==> src/rtl/picmicro_pc_sequencer.sv <==
// picmicro_pc_sequencer
//   Program-counter and return-stack sequencer for the PIC midrange core.
//   Generates the four-phase Q-cycle timing, addresses program memory and
//   applies GOTO/CALL/RETURN/SKIP with a one-instruction pipeline flush.
//
// Ports
//   clk          in   system clock, rising edge
//   rst          in   asynchronous active-high reset
//   stall        in   freezes all state while high
//   op           in   flow op of the executing instruction, sampled at Q4
//                     (0 NEXT, 1 GOTO, 2 CALL, 3 RETURN, 4 SKIP, 5..7 NEXT)
//   target       in   GOTO/CALL destination (PCLATH already merged)
//   clr_flags    in   synchronous clear of stack_ovf / stack_unf
//   q_phase      out  current Q cycle, 0=Q1 .. 3=Q4
//   instr_rd_en  out  program-memory capture strobe (combinational)
//   pc_out       out  address of the next instruction to fetch
//   flush        out  executing instruction must be treated as NOP
//   stack_count  out  number of valid return-stack entries
//   stack_ovf    out  sticky: push while stack full
//   stack_unf    out  sticky: pop while stack empty
//
// Q-phase states
//   state | meaning
//   Q1    | first clock of the instruction cycle
//   Q2    | second clock
//   Q3    | third clock
//   Q4    | last clock; fetch captured and flow op applied on its edge

module picmicro_pc_sequencer #(
  parameter int unsigned PC_WIDTH     = 13,
  parameter int unsigned STACK_DEPTH  = 8,
  parameter int unsigned RESET_VECTOR = 0
) (
  input  logic                             clk,
  input  logic                             rst,
  input  logic                             stall,
  input  logic [2:0]                       op,
  input  logic [PC_WIDTH-1:0]              target,
  input  logic                             clr_flags,
  output logic [1:0]                       q_phase,
  output logic                             instr_rd_en,
  output logic [PC_WIDTH-1:0]              pc_out,
  output logic                             flush,
  output logic [$clog2(STACK_DEPTH):0]     stack_count,
  output logic                             stack_ovf,
  output logic                             stack_unf
);

  localparam int unsigned SPW = $clog2(STACK_DEPTH);
  localparam int unsigned CW  = SPW + 1;

  localparam logic [CW-1:0]       CNT_FULL = CW'(STACK_DEPTH);
  localparam logic [PC_WIDTH-1:0] RST_PC   = PC_WIDTH'(RESET_VECTOR);

  localparam logic [2:0] OP_GOTO   = 3'd1;
  localparam logic [2:0] OP_CALL   = 3'd2;
  localparam logic [2:0] OP_RETURN = 3'd3;
  localparam logic [2:0] OP_SKIP   = 3'd4;

  typedef enum logic [1:0] {
    Q1 = 2'd0,
    Q2 = 2'd1,
    Q3 = 2'd2,
    Q4 = 2'd3
  } qphase_e;

  qphase_e               phase_q, phase_d;
  logic [PC_WIDTH-1:0]   pc_q, pc_d;
  logic                  flush_q, flush_d;
  logic [SPW-1:0]        sp_q, sp_d;
  logic [CW-1:0]         cnt_q, cnt_d;
  logic                  ovf_q, ovf_d;
  logic                  unf_q, unf_d;
  logic                  push;
  logic [PC_WIDTH-1:0]   tos;

  // Return-stack storage is deliberately not reset; only pointer/count are.
  logic [PC_WIDTH-1:0]   stack_mem [STACK_DEPTH];

  // Entry just below the write pointer; on an empty stack this wraps to the
  // stale entry, which is the PIC-compatible underflow behaviour.
  assign tos = stack_mem[sp_q - SPW'(1)];

  always_comb begin
    phase_d = qphase_e'(phase_q + 2'd1);
    pc_d    = pc_q;
    flush_d = flush_q;
    sp_d    = sp_q;
    cnt_d   = cnt_q;
    ovf_d   = ovf_q & ~clr_flags;
    unf_d   = unf_q & ~clr_flags;
    push    = 1'b0;

    if (phase_q == Q4) begin
      pc_d    = pc_q + PC_WIDTH'(1);
      flush_d = 1'b0;
      // A flushed instruction is a NOP regardless of what the decoder says.
      if (!flush_q) begin
        case (op)
          OP_GOTO: begin
            pc_d    = target;
            flush_d = 1'b1;
          end
          OP_CALL: begin
            push    = 1'b1;
            pc_d    = target;
            flush_d = 1'b1;
            sp_d    = sp_q + SPW'(1);
            if (cnt_q == CNT_FULL) ovf_d = 1'b1;
            else                   cnt_d = cnt_q + CW'(1);
          end
          OP_RETURN: begin
            pc_d    = tos;
            flush_d = 1'b1;
            sp_d    = sp_q - SPW'(1);
            if (cnt_q == '0) unf_d = 1'b1;
            else             cnt_d = cnt_q - CW'(1);
          end
          OP_SKIP: begin
            flush_d = 1'b1;
          end
          default: ;
        endcase
      end
    end
  end

  always_ff @(posedge clk or posedge rst) begin
    if (rst) begin
      phase_q <= Q1;
      pc_q    <= RST_PC;
      flush_q <= 1'b1;
      sp_q    <= '0;
      cnt_q   <= '0;
      ovf_q   <= 1'b0;
      unf_q   <= 1'b0;
    end else if (!stall) begin
      phase_q <= phase_d;
      pc_q    <= pc_d;
      flush_q <= flush_d;
      sp_q    <= sp_d;
      cnt_q   <= cnt_d;
      ovf_q   <= ovf_d;
      unf_q   <= unf_d;
    end
  end

  // push is only ever set in Q4, which reset forces away from, so a reset
  // during a CALL cycle cannot write the stack.
  always_ff @(posedge clk) begin
    if (!stall && push) stack_mem[sp_q] <= pc_q;
  end

  assign q_phase     = phase_q;
  assign instr_rd_en = (phase_q == Q4) && !stall;
  assign pc_out      = pc_q;
  assign flush       = flush_q;
  assign stack_count = cnt_q;
  assign stack_ovf   = ovf_q;
  assign stack_unf   = unf_q;

endmodule

==> config.mk <==
export PLATFORM = sky130hd
export DESIGN_NAME = picmicro_pc_sequencer
export DESIGN_NICKNAME = d
export VERILOG_FILES = /design/src/rtl/picmicro_pc_sequencer.sv
export SDC_FILE = /design/constraint.sdc
export NUM_CORES = 1
export LEC_CHECK = 0
export BUFFER_PORTS_ARGS = -buffer_cell sky130_fd_sc_hd__buf_4
export CORE_MARGIN = 2
export CORE_UTILIZATION = 60
export CTS_CLUSTER_SIZE = 28
export DETAILED_ROUTE_END_ITERATION = 8
export PLACE_DENSITY = 0.79
export RECOVER_POWER = 25
export SYNTH_ARGS = -nofsm -noshare
export SYNTH_HDL_FRONTEND = slang
export SYNTH_SLANG_ARGS = --single-unit
==> constraint.sdc <==
create_clock -name clk -period 4.2 [get_ports clk]
set_input_delay 0.21 -clock clk [delete_from_list [all_inputs] [get_ports clk]]
set_output_delay 0.21 -clock clk [all_outputs]
set_load 0.005 [all_outputs]
### Word-level counts from Yosys, hierarchy flattened

Memory sizes are Yosys's and may differ from the RTL's.
Cells that the tools add are included.

| storage, ports and cells | value |
|---|---|
| bits in registers | 25 |
| RAM bits | 104 |
| bits of input ports | 20 |
| logic and storage cells | 58 |
| output and inout bits | 23 |
| memories | 1 |

| operators by class | value |
|---|---|
| add/sub/neg operators | 6 |
| reduce and logical (&&, ||, !) cells | 10 |
| mux-type cells | 21 |
| bitwise gates (word level) | 5 |
| equal/unequal tests | 8 |

Memories:

| memory | words | width | read ports | clocked after Yosys merged registers in | write ports | RTL line | RTL |
|---|---|---|---|---|---|---|---|
| stack_mem | 8 | 13 | 1 | 0 | 1 | 78 | `logic [PC_WIDTH-1:0] stack_mem [STACK_DEPTH];` |

Operators by type and width:

| operator | count |
|---|---|
| one-hot mux 13 bit (2 select lines) | 1 |
| two-way mux 1 bit | 15 |
| adder 13 x 1 -> 13 bit, second input constant | 1 |
| two-way mux 13 bit | 1 |
| two-way mux 4 bit | 2 |
| one-hot mux 4 bit (2 select lines) | 1 |
| == test 3 x 2 -> 1 bit, second input constant | 2 |
| one-hot mux 3 bit (2 select lines) | 1 |
| AND reduction 6 bit | 1 |
| adder 4 x 1 -> 4 bit, second input constant | 1 |
| == test 4 bit, second input constant | 1 |
| zero test 4 bit | 1 |
| != test 2 bit, second input constant | 2 |
| AND reduction 4 bit | 1 |
| OR reduction 4 bit | 1 |
| subtractor 4 x 1 -> 4 bit, second input constant | 1 |
| adder 3 x 1 -> 3 bit, second input constant | 1 |
| == test 3 x 1 -> 1 bit, second input constant | 1 |
| == test 3 bit, second input constant | 1 |
| NOT 1 bit | 3 |
| subtractor 3 x 1 -> 3 bit, second input constant | 1 |
| adder 2 x 1 -> 2 bit, second input constant | 1 |
| bitwise AND 1 bit | 2 |
| == test 2 bit, second input constant | 1 |
| other kinds (5) | 6 |

### Logic depth before layout (Yosys ltp)

Gate-level depths: netlist (run 1).

| depth | value |
|---|---|
| depth in word-level cells | 7 |
| mapped depth | 12 |

### Least setup slack after synthesis (run 1)

OpenSTA, ideal clock, no wires.

| timing path | value |
|---|---|
| path type | register -> register |
| start point | reg sp_q[0] |
| end point | reg pc_q[4], in the netlist pc_out[4] |
| cell stages (with the launch flop) | 12 |
| required time | 4.079 ns |
| slack | 1.342 ns |
| setup time | 0.121 ns |
| data arrival time | 2.737 ns |
| clock period less this slack | 2.858 ns |
| cells stage by stage | dfrtp_1 -> buf_2 -> buf_2 -> inv_1 -> ha_1 -> xor2_2 -> buf_6 -> mux4_1 -> mux2_2 -> a22oi_2 -> nor2_1 -> o22a_1 |

| on the way | value |
|---|---|
| cells in the longest elaborated chain, start to end | 4 |

RTL lines:

| item | RTL line | RTL |
|---|---|---|
| start, declared | 70 | `logic [SPW-1:0] sp_q, sp_d;` |
| start signal, assigned | 141 | `sp_q <= sp_d;` |
| subtractor 3 x 1 -> 3 bit | 82 | `assign tos = stack_mem[sp_q - SPW'(1)];` |
| memory (8 x 13 bit) | n/a |  |
| one-hot mux 13 bit (2 select lines) | 99 | `case (op)` |
| two-way mux 13 bit | 98 | `if (!flush_q) begin` |
| end signal, assigned | 139 | `pc_q <= pc_d;` |
| end, declared | 68 | `logic [PC_WIDTH-1:0] pc_q, pc_d;` |

No other way between the ends.
A chain may end at the register's enable or synchronous reset.

### Final worst setup path (run 1)

| timing path | value |
|---|---|
| start point | reg phase_q[0], in the netlist q_phase[0] |
| end point | mem stack_mem[7][1] (enable) |

| on the way | value |
|---|---|
| cells in the longest elaborated chain, start to end | 5 |

RTL lines:

| item | RTL line | RTL |
|---|---|---|
| start, declared | 67 | `qphase_e phase_q, phase_d;` |
| start signal, assigned | 138 | `phase_q <= phase_d;` |
| == test 2 bit | 94 | `if (phase_q == Q4) begin` |
| two-way mux 1 bit | 94 |  |
| logical AND 1 bit | 151 | `if (!stall && push) stack_mem[sp_q] <= pc_q;` |
| two-way mux 1 bit | 151 |  |
| two-way mux 1 bit (implied by the code) | 151 |  |
| end, declared | 78 |  |

No other way between the ends.

==> flow_summary.json, run 1 <==
{
  "worst_ir_drop_vdd_mv": 0.425,
  "yosys.area.top_type": "edfxtp_1",
  "via_count": 3580,
  "grt-ovfl-total": 0,
  "slew_headroom_pct": 13.3,
  "coreArea_um2": 9150,
  "synthTopCellsByCount": "edfxtp_1 (104), nand2_1 (33), dfrtp_1 (24)",
  "total_power_uw": 4470,
  "diodes": 0,
  "fin_nets": 455,
  "wl_um": 13100,
  "min_from": "op[2]",
  "drcViolationCount": 0,
  "fin_area_um2": 6720,
  "synthTopCellsByArea": "edfxtp_1 (56%), dfrtp_1 (11%), mux4_2 (5.6%), mux4_1 (4.7%), nand2_1 (2.2%)",
  "gp_congestion": 0.821,
  "fin_crit_ns": 3.23,
  "cts_tree": "done",
  "hold_violations": 0,
  "globalRouteTotalUtil_pct": 28.1,
  "synth.top_cell.area_share_pct": 55.5,
  "r2r-start": "q_phase[0]$_DFFE_PP0N_",
  "r2r_slack_ns": 0.97,
  "numCtsBuffers": 17,
  "die-area_um2": 10200,
  "yosysMostFrequentCell": "edfxtp_1",
  "synth-main-ff-cell": "edfxtp_1",
  "crit_path_max_fanout": 23,
  "clkTransAtPathRegs_ns": 0.06,
  "min_to": "flush$_DFFE_PP1P_",
  "ys_seq_elements": 129,
  "cts_sinks": 129,
  "fmax_ghz": 0.310,
  "dpl-instance-area_um2": 6100,
  "start_kind": "flip-flop",
  "viasPerCell": 6.46,
  "synth_nets": 395,
  "seq_area_frac_synth_pct": 66.7,
  "die_x_um": 101,
  "holdPathStages": 3,
  "synth_warnings": 0,
  "drv_slew": 0,
  "post_cts_resized": 0,
  "ctsLongestPathBuffers": 2,
  "dp_hpwl_um": 8230,
  "fin_crit_sh_pct": 76.9,
  "setup_tns_ns": 0,
  "n_fill_cell": 563,
  "synth_area_um2": 5630,
  "worst_pin_slew_ns": 1.30,
  "cp.arrival_ns": 3.36,
  "ys_types": 47,
  "synthCells": 370,
  "grt_pass1_wl_um": 19900,
  "ioPinCount": 43,
  "antenna_found_initial": 0,
  "cap_viol_max_count": 0,
  "htreeDepth": 4,
  "finClkSkew_ns": 0.00902,
  "ys_async_sr_fraction_pct": 19.4,
  "worst-setup-path-type": "flip-flop to flip-flop",
  "register_area_um2": 3750,
  "synthToLayoutAreaGrowth_pct": 19.5,
  "clock_latency_ns": 0.53,
  "start_util_pct": 61.5,
  "power_leakage_uw": 0.00244,
  "ant_nets": 0,
  "timing.rr.end": "stack_mem[7][1]$_DFFE_PP_",
  "rows": 35,
  "layout-drive-gt1-share_pct": 25.1,
  "end_kind": "flip-flop",
  "avgSynthCellArea_um2": 15.2,
  "synth_edf_count": 104,
  "worstPathRequired_ns": 4.33,
  "status": "finished, final reports clean",
  "setup_viol": 0,
  "clock-root-buffer": "clkbuf_8",
  "worstSetupStartpoint": "q_phase[0]$_DFFE_PP0N_",
  "fp.dieH_um": 101,
  "first_iter_violations": 317,
  "r2r_cells": 8,
  "routedWlPerCell_um": 23.7,
  "port_buffers": 42,
  "grt_pass1_vias": 3500,
  "grt_max_degree": 26,
  "rsz0062_at_grt": "no",
  "powerDensity_nw_per_um2": 665,
  "multi_input_area_um2": 1770,
  "dr.pass1.iters": 6,
  "hold_class": "primary input to flip-flop"
}
state kept, by name (all words and copies together) (netlist names):
name	cells
stack_ovf	1
stack_count	4
sp_q	3
pc_out	13
stack_mem	104
q_phase	2
flush	1
stack_unf	1
critical path, stage by stage, from the launching register on:
cell and delay (ns):
dfrtp_1 0.40, ha_1 0.17, nand2b_1 0.05, buf_4 0.21, nor2_1 0.21, nand3b_1 0.28
nor2_1 0.31, nand2_1 0.18, nor2_1 1.03
worst max-delay path by stage:
| stage | to | slack (ns) |
|---|---|---|
| 6_report | stack_mem[7][1]$_DFFE_PP_ | 0.97 |
| 5_1_grt | stack_mem[7][1]$_DFFE_PP_ | 0.69 |
| 4_1_cts | stack_mem[7][2]$_DFFE_PP_ | 0.99 |
| 3_5_place_dp | stack_mem[7][9]$_DFFE_PP_ | 1.02 |
| 3_3_place_gp | stack_mem[7][6]$_DFFE_PP_ | 1.10 |
| 2_1_floorplan | pc_out[4]$_DFFE_PP0P_ | 1.34 |
what timing repair did:
action / CTS / global route
hold endpoints to repair: 27 / 1
hold buffers: 3 / 1
setup buffers: 0 / 0
cell type report:
cell class / instances / area share [%]
clock buffers: 19 / 6.27
clock inverters: 13 / 2.44
inverters: 6 / 0.335
multi-input cells: 216 / 26.3
flip-flops and latches: 129 / 55.8
well taps: 111 / 2.07
repair buffers: 60 / 6.85
layer usage:
layer / wire length, um / GRT usage, % / part of all wire (%)
met1: 5020 / 37.2 / 38
met2: 6460 / 43.6 / 49
met3: 1230 / 8.53 / 9.3
met4: 439 / 12.1 / 3.3
met5: 0 / 0 / 0
logic make-up (layout without fill, tap and decap cells):
group,after synthesis,after routing,synth area share (%)
adders and majority gates,5,5,1.11
DFF,129,129,66.7
xor gates and xnor gates,14,14,2.31
AOI/OAI and AO/OA,68,68,7.67
and+or+nand+nor,94,94,7.74
buffers and inverters,25,98,2.14
muxes,35,35,12.4
layout by cell type (no fill, tap or decap), drive strengths merged, types with 6 or more instances in the layout:
cell / netlist / routed
clkbuf: 10 / 19
dfrtp: 24 / 24
xnor2: 7 / 7
nand3: 12 / 12
mux4: 24 / 24
nor3: 12 / 12
o21ai: 18 / 18
a22oi: 7 / 7
nor2: 19 / 19
xor2: 7 / 7
mux2: 6 / 6
a21oi: 19 / 19
edfxtp: 104 / 104
clkinv: 0 / 7
buf: 9 / 56
nand2: 33 / 33
inv: 6 / 7
through the flow:
stage                     setup WS (ns)  std cells  hold slack [ns]  util [%]
final                             0.971        554           0.0245      73.5
after global routing              0.692        554           0.0171      73.5
after CTS                         0.992        553         0.000138      73.3
after detailed placement           1.02        518            0.430      66.6
after global placement             1.10        518            0.422      66.6
after floorplan                    1.34        370            0.237         -
where the power goes:
| part | total, uW | internal [uW] | switching, uW |
|---|---|---|---|
| Sequential | 1740 | 1530 | 203 |
| Combinational | 1280 | 634 | 645 |
| Clock | 1450 | 905 | 548 |
| Total | 4470 | 3070 | 1400 |
(Power assumes the default switching activity.)
==> inputs of run 2 (changes only) <==
--- a/config.mk
+++ b/config.mk
@@ -7,10 +7,10 @@
 export LEC_CHECK = 0
 export BUFFER_PORTS_ARGS = -buffer_cell sky130_fd_sc_hd__buf_4
 export CORE_MARGIN = 2
-export CORE_UTILIZATION = 60
+export CORE_UTILIZATION = 54
 export CTS_CLUSTER_SIZE = 28
 export DETAILED_ROUTE_END_ITERATION = 8
-export PLACE_DENSITY = 0.79
+export PLACE_DENSITY = 0.75
 export RECOVER_POWER = 25
 export SYNTH_ARGS = -nofsm -noshare
 export SYNTH_HDL_FRONTEND = slang
==> constraint.sdc (replaced) <==
create_clock -name clk -period 2.8 [get_ports clk]
set_input_delay 0.14 -clock clk [delete_from_list [all_inputs] [get_ports clk]]
set_output_delay 0.14 -clock clk [all_outputs]
set_load 0.005 [all_outputs]
==> run 2 against run 1 <==
  * Via count up 2.5%
  * Final cell count up 8.7%
  * Critical path depth up 1
  * First-iteration DRC count up 7.3%
  * Register-to-register slack worse by 0.82 ns
  * Combinational power up 56%
  * Utilization down 5.4 points
  * Non-clock buffer count up 23
  * Cell area up 3.5%
  * Clock power up 50%
  * Clock-buffer cell count down 1
  * Total power up 51%
  * Highest routed layer unchanged
==> flow_summary.json, run 2 (synthesized netlist as in run 1, its figures left out) <==
{
  "antenna_found_initial": 0,
  "clock_latency_ns": 0.53,
  "via_count": 3668,
  "clkTransAtPathRegs_ns": 0.06,
  "htreeDepth": 4,
  "hold_class": "primary input to flip-flop",
  "fin_area_um2": 6960,
  "n_fill_cell": 704,
  "grt_pass1_vias": 3572,
  "dpl-instance-area_um2": 6250,
  "cts_sinks": 129,
  "holdWs_ns": 0.0492,
  "fin_nets": 478,
  "worst-setup-path-type": "flip-flop to flip-flop",
  "rows": 37,
  "status": "finished, final reports clean",
  "grt-ovfl-total": 0,
  "ioPinCount": 43,
  "numCtsBuffers": 17,
  "dr.pass1.iters": 5,
  "finClkSkew_ns": 0.00795,
  "ctsLongestPathBuffers": 2,
  "coreArea_um2": 10200,
  "viasPerCell": 6.09,
  "fin_crit_ns": 2.65,
  "wl_um": 13000,
  "slew_headroom_pct": 35.1,
  "first_iter_violations": 340,
  "routedWlPerCell_um": 21.6,
  "top_register": "stack_mem",
  "worst_ir_drop_vdd_mv": 0.558,
  "dp_hpwl_um": 8220,
  "start_util_pct": 55.0,
  "gp_congestion": 0.839,
  "worst_pin_slew_ns": 0.973,
  "final_cell_mix": "edfxtp_1 (104), buf_4 (69), nand2_1 (33)",
  "start_kind": "flip-flop",
  "worstPathRequired_ns": 3.22,
  "clock-root-buffer": "clkbuf_8",
  "ant_nets": 0,
  "powerDensity_nw_per_um2": 971,
  "post_cts_buffers": 0,
  "port_buffers": 42,
  "post_cts_resized": 0,
  "grt_max_degree": 26,
  "globalRouteTotalUtil_pct": 25.4,
  "drv_slew": 0,
  "cts_tree": "done",
  "total_power_uw": 6750,
  "cap_viol_max_count": 0,
  "hold_buffers": 13,
  "end_kind": "flip-flop",
  "diodes": 0,
  "power_leakage_uw": 0.00256,
  "layout_commonest_cell": "edfxtp_1",
  "grt_pass1_wl_um": 20300,
  "largest_reg_flops": 104,
  "drcViolationCount": 0,
  "fmax_ghz": 0.378,
  "rsz0062_at_grt": "no",
  "hold_violations": 0,
  "pre_cts_slack_ns": 0.185,
  "fp.dieH_um": 106,
  "synthToLayoutAreaGrowth_pct": 23.7,
  "cp.arrival_ns": 3.07,
  "setup_viol": 0,
  "die_x_um": 106,
  "die-area_um2": 11200,
  "crit_path_max_fanout": 21,
  "layout-drive-gt1-share_pct": 26.6,
  "setup_tns_ns": 0,
  "setup_ws_ns": 0.151,
  "fin_crit_sh_pct": 94.6
}
==> run 2: final timing paths <==
| path | from | endpoint | slack (ns) | cells after the start |
|---|---|---|---|---|
| worst max-delay path | sp_q[1]$_DFFE_PP0P_ | pc_out[9]$_DFFE_PP0P_ | 0.15 | 9 |
| min in group asynchronous | rst | q_phase[1]$_DFFE_PP0N_ | 0.42 | 3 |
| worst min-delay path | target[4] | pc_out[4]$_DFFE_PP0P_ | 0.05 | 4 |
| max in group asynchronous | rst | pc_out[0]$_DFFE_PP0P_ | 1.79 | 3 |
| worst max register to register | sp_q[1]$_DFFE_PP0P_ | pc_out[9]$_DFFE_PP0P_ | 0.15 | 9 |
| worst min register to register | stack_ovf$_DFFE_PP0N_ | stack_ovf$_DFFE_PP0N_ | 0.50 | 1 |
==> run 2: metrics by stage <==
step	utilization, %	cells
floorplan	-	370
global placement	61.0	557
detailed placement	61.0	557
CTS	68.0	602
global route	68.0	602
finish	68.0	602
==> run 2: layout make-up <==
class / instances / area, um2 / share of cell area, %
Clock inverter: 14 / 164 / 2.36
Multi-Input combinational cell: 216 / 1770 / 25.4
Timing Repair Buffer: 83 / 668 / 9.60
Sequential cell: 129 / 3750 / 53.9
Clock buffer: 18 / 418 / 6.01
Inverter: 6 / 22.5 / 0.324
Tap cell: 136 / 170 / 2.45
==> run 2: per-layer routing <==
layer / track usage, % / part of all wire (%) / up-vias
met5: 0 / 0 / -
met4: 12.0 / 3.3 / 0
met3: 7.60 / 5.9 / 33
met2: 40.8 / 51 / 143
met1: 31.8 / 40 / 1869
li1: - / - / 1623
==> run 2: worst max-delay path, cell delays in order (launching register included) <==
cell and delay, ns:
dfrtp_1 0.47, inv_1 0.12, ha_1 0.26, xor2_2 0.23, buf_12 0.20, mux4_1 0.56
mux2_2 0.28, a22oi_1 0.16, o221ai_1 0.13, o21a_1 0.12
==> run 2: report_power, final <==
part	switching [uW]	total, uW	leakage (uW)	internal, uW
logic	968	2000	0.00104	1030
registers	286	2590	0.00123	2300
clock network	813	2170	0.000284	1350
total	2070	6750	0.00256	4690
